**src/rtl/fpu_result_sink.sv**
```systemverilog
// Receive-side buffer for FPU results: in-order FIFO of result words plus flags,
// with sticky accumulated exception flags and a trap raised by enabled exceptions.
module fpu_result_sink #(
   parameter int FLOAT_SIZE = 32,
   parameter int DEPTH      = 4
) (
   input  logic                         clk,
   input  logic                         rst_n,
   input  logic                         in_valid,
   output logic                         in_ready,
   input  logic [FLOAT_SIZE-1:0]        in_result,
   input  logic [4:0]                   in_flags,
   output logic                         out_valid,
   input  logic                         out_ready,
   output logic [FLOAT_SIZE-1:0]        out_result,
   output logic [4:0]                   out_flags,
   output logic [$clog2(DEPTH+1)-1:0]   count,
   output logic [4:0]                   fflags,
   input  logic                         fflags_clr,
   input  logic [4:0]                   trap_en,
   output logic                         trap
);

   localparam int PTR_W = $clog2(DEPTH);
   localparam int CNT_W = $clog2(DEPTH+1);

   logic [FLOAT_SIZE-1:0] mem_result [DEPTH];
   logic [4:0]            mem_flags  [DEPTH];
   logic [PTR_W-1:0]      wr_ptr;
   logic [PTR_W-1:0]      rd_ptr;
   logic                  push;
   logic                  pop;

   // Handshake outputs depend only on registered occupancy.
   assign in_ready  = (count < CNT_W'(DEPTH));
   assign out_valid = (count != '0);
   assign push      = in_valid & in_ready;
   assign pop       = out_valid & out_ready;

   assign out_result = out_valid ? mem_result[rd_ptr] : '0;
   assign out_flags  = out_valid ? mem_flags[rd_ptr]  : '0;

   always_ff @(posedge clk) begin
      if (push) begin
         mem_result[wr_ptr] <= in_result;
         mem_flags[wr_ptr]  <= in_flags;
      end
   end

   always_ff @(posedge clk or negedge rst_n) begin
      if (!rst_n) begin
         wr_ptr <= '0;
         rd_ptr <= '0;
         count  <= '0;
         fflags <= '0;
         trap   <= 1'b0;
      end else begin
         if (push) wr_ptr <= wr_ptr + PTR_W'(1);
         if (pop)  rd_ptr <= rd_ptr + PTR_W'(1);
         case ({push, pop})
            2'b10:   count <= count + CNT_W'(1);
            2'b01:   count <= count - CNT_W'(1);
            default: count <= count;
         endcase
         // Clear takes effect before a same-cycle push contributes its flags.
         fflags <= (fflags_clr ? 5'b0 : fflags) | (push ? in_flags : 5'b0);
         trap   <= (fflags_clr ? 1'b0 : trap) | (push & (|(in_flags & trap_en)));
      end
   end

endmodule

```
**config.mk**
```make
export PLATFORM = sky130hd
export DESIGN_NAME = fpu_result_sink
export DESIGN_NICKNAME = d
export VERILOG_FILES = /design/src/rtl/fpu_result_sink.sv
export SDC_FILE = /design/constraint.sdc
export NUM_CORES = 1
export LEC_CHECK = 0
export BUFFER_PORTS_ARGS = -buffer_cell sky130_fd_sc_hd__buf_2
export CAP_MARGIN = 20
export CORE_MARGIN = 2
export CORE_UTILIZATION = 56
export DETAILED_ROUTE_END_ITERATION = 16
export GPL_TIMING_DRIVEN = 0
export PLACE_DENSITY = 0.76
export SLEW_MARGIN = 20
export SYNTH_ARGS = -nofsm -noshare
export SYNTH_HDL_FRONTEND = slang
export SYNTH_SLANG_ARGS = --single-unit
export TNS_END_PERCENT = 100
```
**constraint.sdc**
```tcl
create_clock -name clk -period 3.1 [get_ports clk]
set_input_delay 0.31 -clock clk [delete_from_list [all_inputs] [get_ports clk]]
set_output_delay 0.31 -clock clk [all_outputs]
set_load 0.1 [all_outputs]
```
# After elaboration in Yosys (flattened, before gate mapping)
# Memories as Yosys holds them, arrays and structs flattened.
# Index checks and enable logic that the tools add are counted.
[op_classes] addsub=4 order_cmp=1 n_eq_ne=2 muxes=8 bitwise_logic=6 n_reduce_logical=3
[op_table] operator="$mux W32" n=1
[op_table] operator="$mux W5" n=3
[op_table] operator="$pmux W3 S2" n=1
[op_table] operator="$and A5 B5 Y5" n=1
[op_table] operator="$or A5 B5 Y5" n=1
[op_table] operator="$reduce_or A5 Y1" n=1
[op_table] operator="$add A2 B1 Y2 const B" n=2
[op_table] operator="$add A3 B1 Y3 const B" n=1
[op_table] operator="$and A1 B1 Y1" n=3
[op_table] operator="$lt A3 B3 Y1 const B" n=1
[op_table] operator="$mux W1" n=3
[op_table] operator="$reduce_bool A3 Y1" n=1
[op_table] operator="$sub A3 B1 Y3 const B" n=1
[op_table] operator="$eq A2 B1 Y1 const B" n=1
[op_table] operator="$eq A2 B2 Y1 const B" n=1
[op_table] operator="$reduce_bool A2 Y1" n=1
[op_table] operator="$or A1 B1 Y1" n=1
[word_totals] regBits=13 ram_bits=148 input_bits=47 out_inout_bits=48 word_cells=31 mem_count=2
[memory_table] name="mem_result" words=4 width=32 rd=1 rd_clocked_by_memory_dff=0 write_ports=1 line="27" text="logic [FLOAT_SIZE-1:0] mem_result [DEPTH];"
[memory_table] name="mem_flags" words=4 width=5 rd=1 rd_clocked_by_memory_dff=0 write_ports=1 line="28" text="logic [4:0] mem_flags [DEPTH];"

# Logic depth before layout (Yosys ltp)
# Gate-level depths: netlist (run 1).
[logic_depth] ltp_word=4 ltp_mapped=9

# Worst setup path after synthesis (run 1)
# Ideal clock, no wire load.
[synth_timing] kind="register to output" startpoint="register count[0]" endpoint="output out_flags[0]" arrival_ns=3.059 required_time_ns=2.790 setup_slack_ns=-0.269 stages_incl_launch_ff=4 path_buffers=1 path_cell_list="dfrtp_1 or3_1 clkbuf_1 and2_1"
[synth_between] elab_chain_len=2
[synth_rtl] element="start: declaration" line="17" text="output logic [$clog2(DEPTH+1)-1:0] count,"
[synth_rtl] element="start signal: assignment" line="61" text="2'b10: count <= count + CNT_W'(1);"
[synth_rtl] element="start signal: assignment" line="62" text="2'b01: count <= count - CNT_W'(1);"
[synth_rtl] element="start signal: assignment" line="63" text="default: count <= count;"
[synth_rtl] element="$reduce_bool A3 Y1" line="36" text="assign out_valid = (count != '0);"
[synth_rtl] element="via out_valid" line="13" text="output logic out_valid,"
[synth_rtl] element="$mux W5" line="41" text="assign out_flags = out_valid ? mem_flags[rd_ptr] : '0;"
[synth_rtl] element="end: declaration" line="16" text="output logic [4:0] out_flags,"
# The timed path passes the listed nets, and every way through them passes these cells.

# Final worst setup path (run 1)
[layout_timing] startpoint="register count[0]" endpoint="output out_result[25]"
[layout_between] elab_chain_len=2
[layout_rtl] element="$reduce_bool A3 Y1" line="36"
[layout_rtl] element="$mux W32" line="40" text="assign out_result = out_valid ? mem_result[rd_ptr] : '0;"
[layout_rtl] element="end: declaration" line="15" text="output logic [FLOAT_SIZE-1:0] out_result,"
# No other way between the ends.

==> results.ini, run 1 <==
[routing]
first_iter_violations=241
ant_nets=0
drc=0
viasPerCell=5.463
drt-total-wl_um=11560
dr.pass1.iters=4
vias=3234
routedWlPerCell_um=19.53

[sta]
min_period_ns=2.912
finalCritPeriodShare=0.9395
final_hold_viol_count=0
worstMarginPinSlew_ns=0.6748
setup_viol=0
finalClockSkew_ns=0.009654
fmax_ghz=0.3434
rsz0062_at_grt=no
final-max-slew-violation-count=0
slew_headroom=0.5501
fin_tns_setup_ns=0

[critical_path]
path_common_cell=clkbuf_1
crit_required_ns=2.79
crit_type=flip-flop to output pin
worstPathArrival_ns=2.60
cp.buffers_inverters=3
cp_max_fo=10
cp_cell_sequence=or3_1 > clkbuf_1 > clkbuf_1 > and2_1 > buf_2
crit_slowest_cell=buf_2
crit_family=buffers and inverters
startpoint_type=flip-flop
cpPeakStageDelay_ns=0.43
critPathCaptureType=output pin

[run_status]
status=complete, no violations

[cells_and_area]
drive_above_1_share=0.3814
final_util=0.7291
multiInputGateArea_um2=1350
synthToLayoutAreaGrowth_pct=27.08
nFillCells=669
final_nets=491
layout_common_cells=edfxtp_1, buf_2, and2_1, mux4_2, dlygate4sd3_1
final_common_cell=edfxtp_1
seq_area_um2=4770

[yosys]
synth_cells=289
yosysTopAreaCellShare=0.7145
synth-seq-cells=161
avgSynthCellArea_um2=21.52
synth_top_cell_by_area=edfxtp_1
yosysSeqAreaShare=0.7668
synthDistinctLibCells=23
syn_area_um2=6220
yosysWarnings=0
synthTopCellsByArea=edfxtp_1, mux4_2, dfrtp_1
syn_nets=342

[floorplanning]
floorplan.initialDensity=0.5738
die_h_um=109.4
dieWidth_um=109.4
core-area_um2=10840
rows=38
pin_count=95
dieArea_um2=11970

[clock_network]
cts_made_buffers=17
htreeDepth=4
root_buffer=clkbuf_8
cts.sinks=161
clk_path_buf_depth=2
cts_tree=built
cts_hold_buf=32
insertion_delay_ns=0.53
postCtsResizedCells=0
postCtsSetupBuffers=0
path_clk_slew_ns=0.06

[global_routing]
grt_remaining_overflow=0
grt_use_total=0.2105
grt_pass1_wl_um=17740
grt_max_degree=26
antenna_found_initial=1
grt_pass1_vias=3340

[placed_design]
place_hpwl_um=7130
gp_congestion=0.6750
io_buffers=94

[hold_path]
hp-class=primary input to flip-flop

[run]
cap_violations=0

[cell usage after synthesis]
library cell  count
buf_4             2
o21ai_0           1
a22oi_1           1
nand3_1           1
buf_6             2
xnor2_1           4
mux4_2           37
mux2i_1           1
nor2_1            1
clkbuf_1          6
nor2b_1           1
xor2_1            2
nand2_1           2
a22o_1            6
or3_1             1
inv_1             8
a222oi_1          1
buf_2             3
fa_1              1
dfrtp_1          13
and2_1           42
ha_1              5
edfxtp_1        148
[cell type report]
| class | instances | share of cell area |
|---|---|---|
| Clock buffer | 26 | 0.06047 |
| Clock inverter | 6 | 0.01631 |
| Multi-Input combinational cell | 107 | 0.1708 |
| Sequential cell | 161 | 0.6035 |
| Buffer | 13 | 0.009656 |
| Tap cell | 140 | 0.02216 |
| Timing Repair Buffer | 130 | 0.1130 |
| Antenna cell | 1 | 0.0003166 |
| Inverter | 8 | 0.003799 |
[routing by layer]
metal	global-route usage	part of all wire
met5	0	0
met4	0.07143	0.0082
met3	0.06461	0.067
met2	0.3289	0.49
met1	0.2868	0.43
[final timing paths]
path	start	to	slack [ns]	cells past startpoint
max	count[0]	out_result[25]	0.19	5
max reg2reg	count[2]	mem_result[0][8]	0.80	4
max in group asynchronous	rst_n	rd_ptr[1]	2.66	2
min in group asynchronous	rst_n	fflags[3]	0.20	2
min reg2reg	fflags[3]	fflags[3]	0.51	1
min	in_result[9]	mem_result[0][9]	0.03	1
[stage by stage]
stage / std cells / setup WS [ns] / hold WS (ns) / instance area [µm²]
after CTS: 591 / 0.1467 / 0.0004321 / 7901
final: 592 / 0.1877 / 0.03161 / 7904
after floorplan: 289 / 0.2278 / 0.01441 / 6221
after global placement: 523 / 0.008210 / 0.2118 / 6867
after global routing: 592 / 0.03053 / 0.01008 / 7904
after detailed placement: 527 / 0.7160 / 0.2174 / 6974
[sequential cells by signal (all words and copies together) (netlist names)]
| signal | count |
|---|---|
| mem_result | 128 |
| mem_flags | 20 |
| fflags | 5 |
| count | 3 |
| rd_ptr | 2 |
| wr_ptr | 2 |
| trap | 1 |
[logic make-up after synthesis]
kind of cell	count (synthesis)	share of synthesized area
compound gates	9	0.01207
xor+xnor	6	0.008449
simple gates	48	0.04687
buf+inv	21	0.01690
mux	38	0.1356
flops	161	0.7668
fa+ha+maj	6	0.01328
Power of run 1 is left out: the tool's default activity adds up to more than one toggle a clock period on the data nets, which glitch-free logic cannot reach.
==> run 2, diff against run 1 <==
--- a/config.mk
+++ b/config.mk
@@ -7,6 +7,7 @@
 export LEC_CHECK = 0
 export BUFFER_PORTS_ARGS = -buffer_cell sky130_fd_sc_hd__buf_2
 export CAP_MARGIN = 20
+export CORE_ASPECT_RATIO = 2
 export CORE_MARGIN = 2
 export CORE_UTILIZATION = 56
 export DETAILED_ROUTE_END_ITERATION = 16
==> run 2 against run 1 <==
Compared with the run above:
- global-route usage fell by 1.3 points
- first-iteration DRC count down 26%
- sequential cell count unchanged
- non-clock buffer count down 31
- final cell count decreased by 5.4%
- setup slack better by 0.18 ns
- sequential share of layout area rose by 2.4 points
==> results.ini, run 2 (same netlist as run 1, synthesis figures left out) <==
[routing]
ant_nets=0
viasPerCell=5.461
dr.pass1.iters=5
vias=3058
first_iter_violations=179
drc=0
drt-total-wl_um=10770
routedWlPerCell_um=19.23

[critical_path]
cpPeakStageDelay_ns=0.42
crit_type=flip-flop to output pin
crit_required_ns=2.79
crit_slowest_cell=buf_2
crit_family=buffers and inverters
path_common_cell=clkbuf_1
startpoint_type=flip-flop
critPathCaptureType=output pin
cp_max_fo=10
cp_cell_sequence=or3_1 > clkbuf_1 > clkbuf_1 > and2_1 > buf_2
worstPathArrival_ns=2.42
cp.buffers_inverters=3

[global_routing]
antenna_found_initial=0
grt_pass1_wl_um=17390
grt_use_total=0.1979
grt_pass1_vias=3312
grt_remaining_overflow=0
grt_max_degree=23

[placed_design]
place_hpwl_um=6916
io_buffers=94
gp_congestion=0.6840
post-place-ws_ns=0.7103

[hold_path]
hp-class=primary input to flip-flop

[sta]
setup_viol=0
finalCritPeriodShare=0.8815
min_period_ns=2.733
timing.hold.ws_ns=0.1173
setup_ws_ns=0.3673
worstMarginPinSlew_ns=0.6526
slew_headroom=0.5649
fmax_ghz=0.3659
final_hold_viol_count=0
final-max-slew-violation-count=0
rsz0062_at_grt=no
finalClockSkew_ns=0.007152
fin_tns_setup_ns=0

[cells_and_area]
largestRegisters=mem_result x128, mem_flags x20, fflags x5
final_util=0.6991
drive_above_1_share=0.4190
regMostFlops=mem_result
nFillCells=705
final_common_cell=edfxtp_1
largest_reg_flops=128
layout_common_cells=edfxtp_1, buf_2, and2_1, mux4_2, clkbuf_16
final_nets=460
synthToLayoutAreaGrowth_pct=22.27
antennaDiodeCount=0

[clock_network]
cts_made_buffers=17
path_clk_slew_ns=0.06
cts_tree=built
clk_path_buf_depth=2
htreeDepth=4
insertion_delay_ns=0.41
postCtsResizedCells=0
cts.sinks=161
root_buffer=clkbuf_16

[floorplanning]
dieArea_um2=12020
rows=54
core-area_um2=10880
floorplan.initialDensity=0.5718
dieWidth_um=78.52
pin_count=95
die_h_um=153.0

[run_status]
status=complete, no violations

[run]
cap_violations=0

## run 2: cell types whose count changed in the layout (fill, tap and decap cells not counted), moves of 2 or more
cell           change
dlygate4sd3_1     -31
clkbuf_8           -4
clkinvlp_4         +4
buf_12             +3
buf_16             -3
clkbuf_1           -3
inv_6              +2
## run 2: metal layers
layer / share of wire / routed length, µm / global-route usage
met1: 0.38 / 4125 / 0.2356
met2: 0.56 / 6071 / 0.3500
met3: 0.039 / 421 / 0.04368
met4: 0.014 / 153 / 0.07018
met5: 0 / 0 / 0
## run 2: timing repair
action / in CTS / in global routing
hold buffers: 1 / 0
endpoints found under the hold margin: 13 / 0
setup endpoints to repair: 0 / 0
buffers inserted: 0 / 0
## run 2: worst reg2reg max path, cell delays in order, from the launching register on
cell,delay (ns)
dfrtp_1,0.41
nor2b_1,0.33
clkbuf_1,0.35
and2_2,0.53
buf_12,0.25
## run 2: per-stage QoR
stage | instances | area (µm²)
2_1_floorplan | 289 | 6221
3_3_place_gp | 523 | 6867
3_5_place_dp | 527 | 6952
4_1_cts | 560 | 7605
5_1_grt | 560 | 7605
6_report | 560 | 7605
## run 2: area by class of cell
type	count	area (µm²)	share of cell area
flip-flops and latches	161	4770	0.6272
inverters	8	30.03	0.003949
multi-input cells	107	1350	0.1775
well taps	140	175.2	0.02303
repair buffers	99	560.5	0.07371
plain buffers	13	76.32	0.01004
clock buffers	20	436.7	0.05742
clock inverters	12	206.4	0.02715
## run 2: final timing paths
kind	cells past startpoint	end	slack [ns]	from
max in group asynchronous	2	wr_ptr[0]	2.57	rst_n
setup reg to reg	4	mem_flags[2][3]	0.92	count[2]
hold / removal	1	mem_result[3][24]	0.12	in_result[24]
min in group asynchronous	2	fflags[1]	0.31	rst_n
setup / recovery	5	out_result[18]	0.37	count[0]
hold reg to reg	1	fflags[0]	0.52	fflags[0]
Power of run 2 is left out for the same reason.
==> run 3, diff against run 2 <==
--- a/config.mk
+++ b/config.mk
@@ -13,6 +13,7 @@
 export DETAILED_ROUTE_END_ITERATION = 16
 export GPL_TIMING_DRIVEN = 0
 export PLACE_DENSITY = 0.76
+export RECOVER_POWER = 100
 export SLEW_MARGIN = 20
 export SYNTH_ARGS = -nofsm -noshare
 export SYNTH_HDL_FRONTEND = slang
==> run 3 against run 2 <==
Compared with the run above:
- critical path depth unchanged
- maximum frequency fell by 3.7%
- routed wire length is essentially flat
- sequential cell count unchanged
- global-route usage unchanged
- setup slack worse by 0.10 ns
- non-clock buffer count is the same
- via count is 0.43% lower
- final cell count did not move
==> results.ini, run 3 (same netlist as run 1, synthesis figures left out) <==
[cells_and_area]
fin_area_um2=7537
drive_above_1_share=0.2905
nFillCells=723
layout_common_cells=edfxtp_1, clkbuf_1, clkbuf_2, mux4_2, and2_1
antennaDiodeCount=0
regMostFlops=mem_result
final_nets=460
largest_reg_flops=128
synthToLayoutAreaGrowth_pct=21.18
largestRegisters=mem_result x128, mem_flags x20, fflags x5
final_common_cell=edfxtp_1
final_util=0.6929

[routing]
ant_nets=0
drt-total-wl_um=10770
viasPerCell=5.438
dr.pass1.iters=6
drc=0
vias=3045
routedWlPerCell_um=19.22
first_iter_violations=158

[sta]
final_hold_viol_count=0
final-max-slew-violation-count=0
fmax_ghz=0.3526
finalCritPeriodShare=0.9150
min_period_ns=2.836
rsz0062_at_grt=no
slew_headroom=0.1147
fin_tns_setup_ns=0
setup_viol=0
worstMarginPinSlew_ns=1.327
finalClockSkew_ns=0.009464

[clock_network]
clk_path_buf_depth=2
cts_tree=built
insertion_delay_ns=0.41
root_buffer=clkbuf_16
htreeDepth=4
postCtsSetupBuffers=0
path_clk_slew_ns=0.06
cts_made_buffers=17
cts.sinks=161

[critical_path]
crit_required_ns=2.79
worstPathArrival_ns=2.53
startpoint_type=flip-flop
ff2ff_path_depth=4
critPathCaptureType=output pin
cp_max_fo=10
crit_type=flip-flop to output pin

[floorplanning]
pin_count=95
dieArea_um2=12020
dieWidth_um=78.52
die_h_um=153.0
rows=54
floorplan.initialDensity=0.5718
core-area_um2=10880

[global_routing]
grt_use_total=0.1979
antenna_found_initial=0
grt_pass1_vias=3312
grt_max_degree=23
grt_remaining_overflow=0
grt_pass1_wl_um=17390

[hold_path]
min_path_cells=1
hp-class=primary input to flip-flop

[placed_design]
io_buffers=94
place_hpwl_um=6916
gp_congestion=0.6840
dpl_cell_area_um2=6952

[run_status]
status=complete, no violations

[run]
cap_violations=0

==> run 3: cell count changes in the layout (fill, tap and decap cells not counted), sizes merged <==
cell and change:
clkbuf +86, buf -86
==> run 3: final timing paths <==
check,from,to,slack [ns]
min in group asynchronous,rst_n,fflags[1],0.45
max,rd_ptr[1],out_result[9],0.26
min reg2reg,fflags[0],fflags[0],0.52
min,in_result[9],mem_result[3][9],0.16
max reg2reg,count[2],mem_flags[2][3],0.33
max in group asynchronous,rst_n,count[2],2.21
==> run 3: cell type report <==
type	count	area (µm²)	area share
Tap cell	140	175.2	0.02324
Multi-Input combinational cell	107	1345	0.1785
Clock buffer	20	436.7	0.05793
Inverter	8	30.03	0.003984
Sequential cell	161	4770	0.6328
Buffer	13	75.07	0.009960
Timing Repair Buffer	99	499.2	0.06624
Clock inverter	12	206.4	0.02739
==> run 3: what timing repair did <==
item	CTS	global route
endpoints found under the hold margin	13	0
hold buffers	1	0
setup endpoints to repair	0	0
gates resized for setup	0	0
==> run 3: per-layer routing <==
layer  vias up  wire length (µm)  GRT usage  share of wire
met3        11               415    0.04368          0.039
li1       1387                 -          -              -
met2        78              6130     0.3500           0.57
met4         0               153    0.07018          0.014
met5         -                 0          0              0
met1      1569              4066     0.2356           0.38
==> run 3: critical path: stages, from the launching register on <==
cell and delay (ns):
dfrtp_1 0.34, buf_2 0.26, clkbuf_1 0.56, mux4_2 0.40
and2_1 0.18, clkbuf_2 0.37
==> run 3: per-stage QoR <==
step           std cells  worst slack, ns  hold slack, ns
6_report             560           0.2636          0.1624
2_1_floorplan        289           0.2278         0.01441
4_1_cts              560           0.2784          0.1028
5_1_grt              560          0.08702          0.1523
3_5_place_dp         527           0.7103          0.2054
3_3_place_gp         523          0.03715          0.2067
Power of run 3 is left out for the same reason.
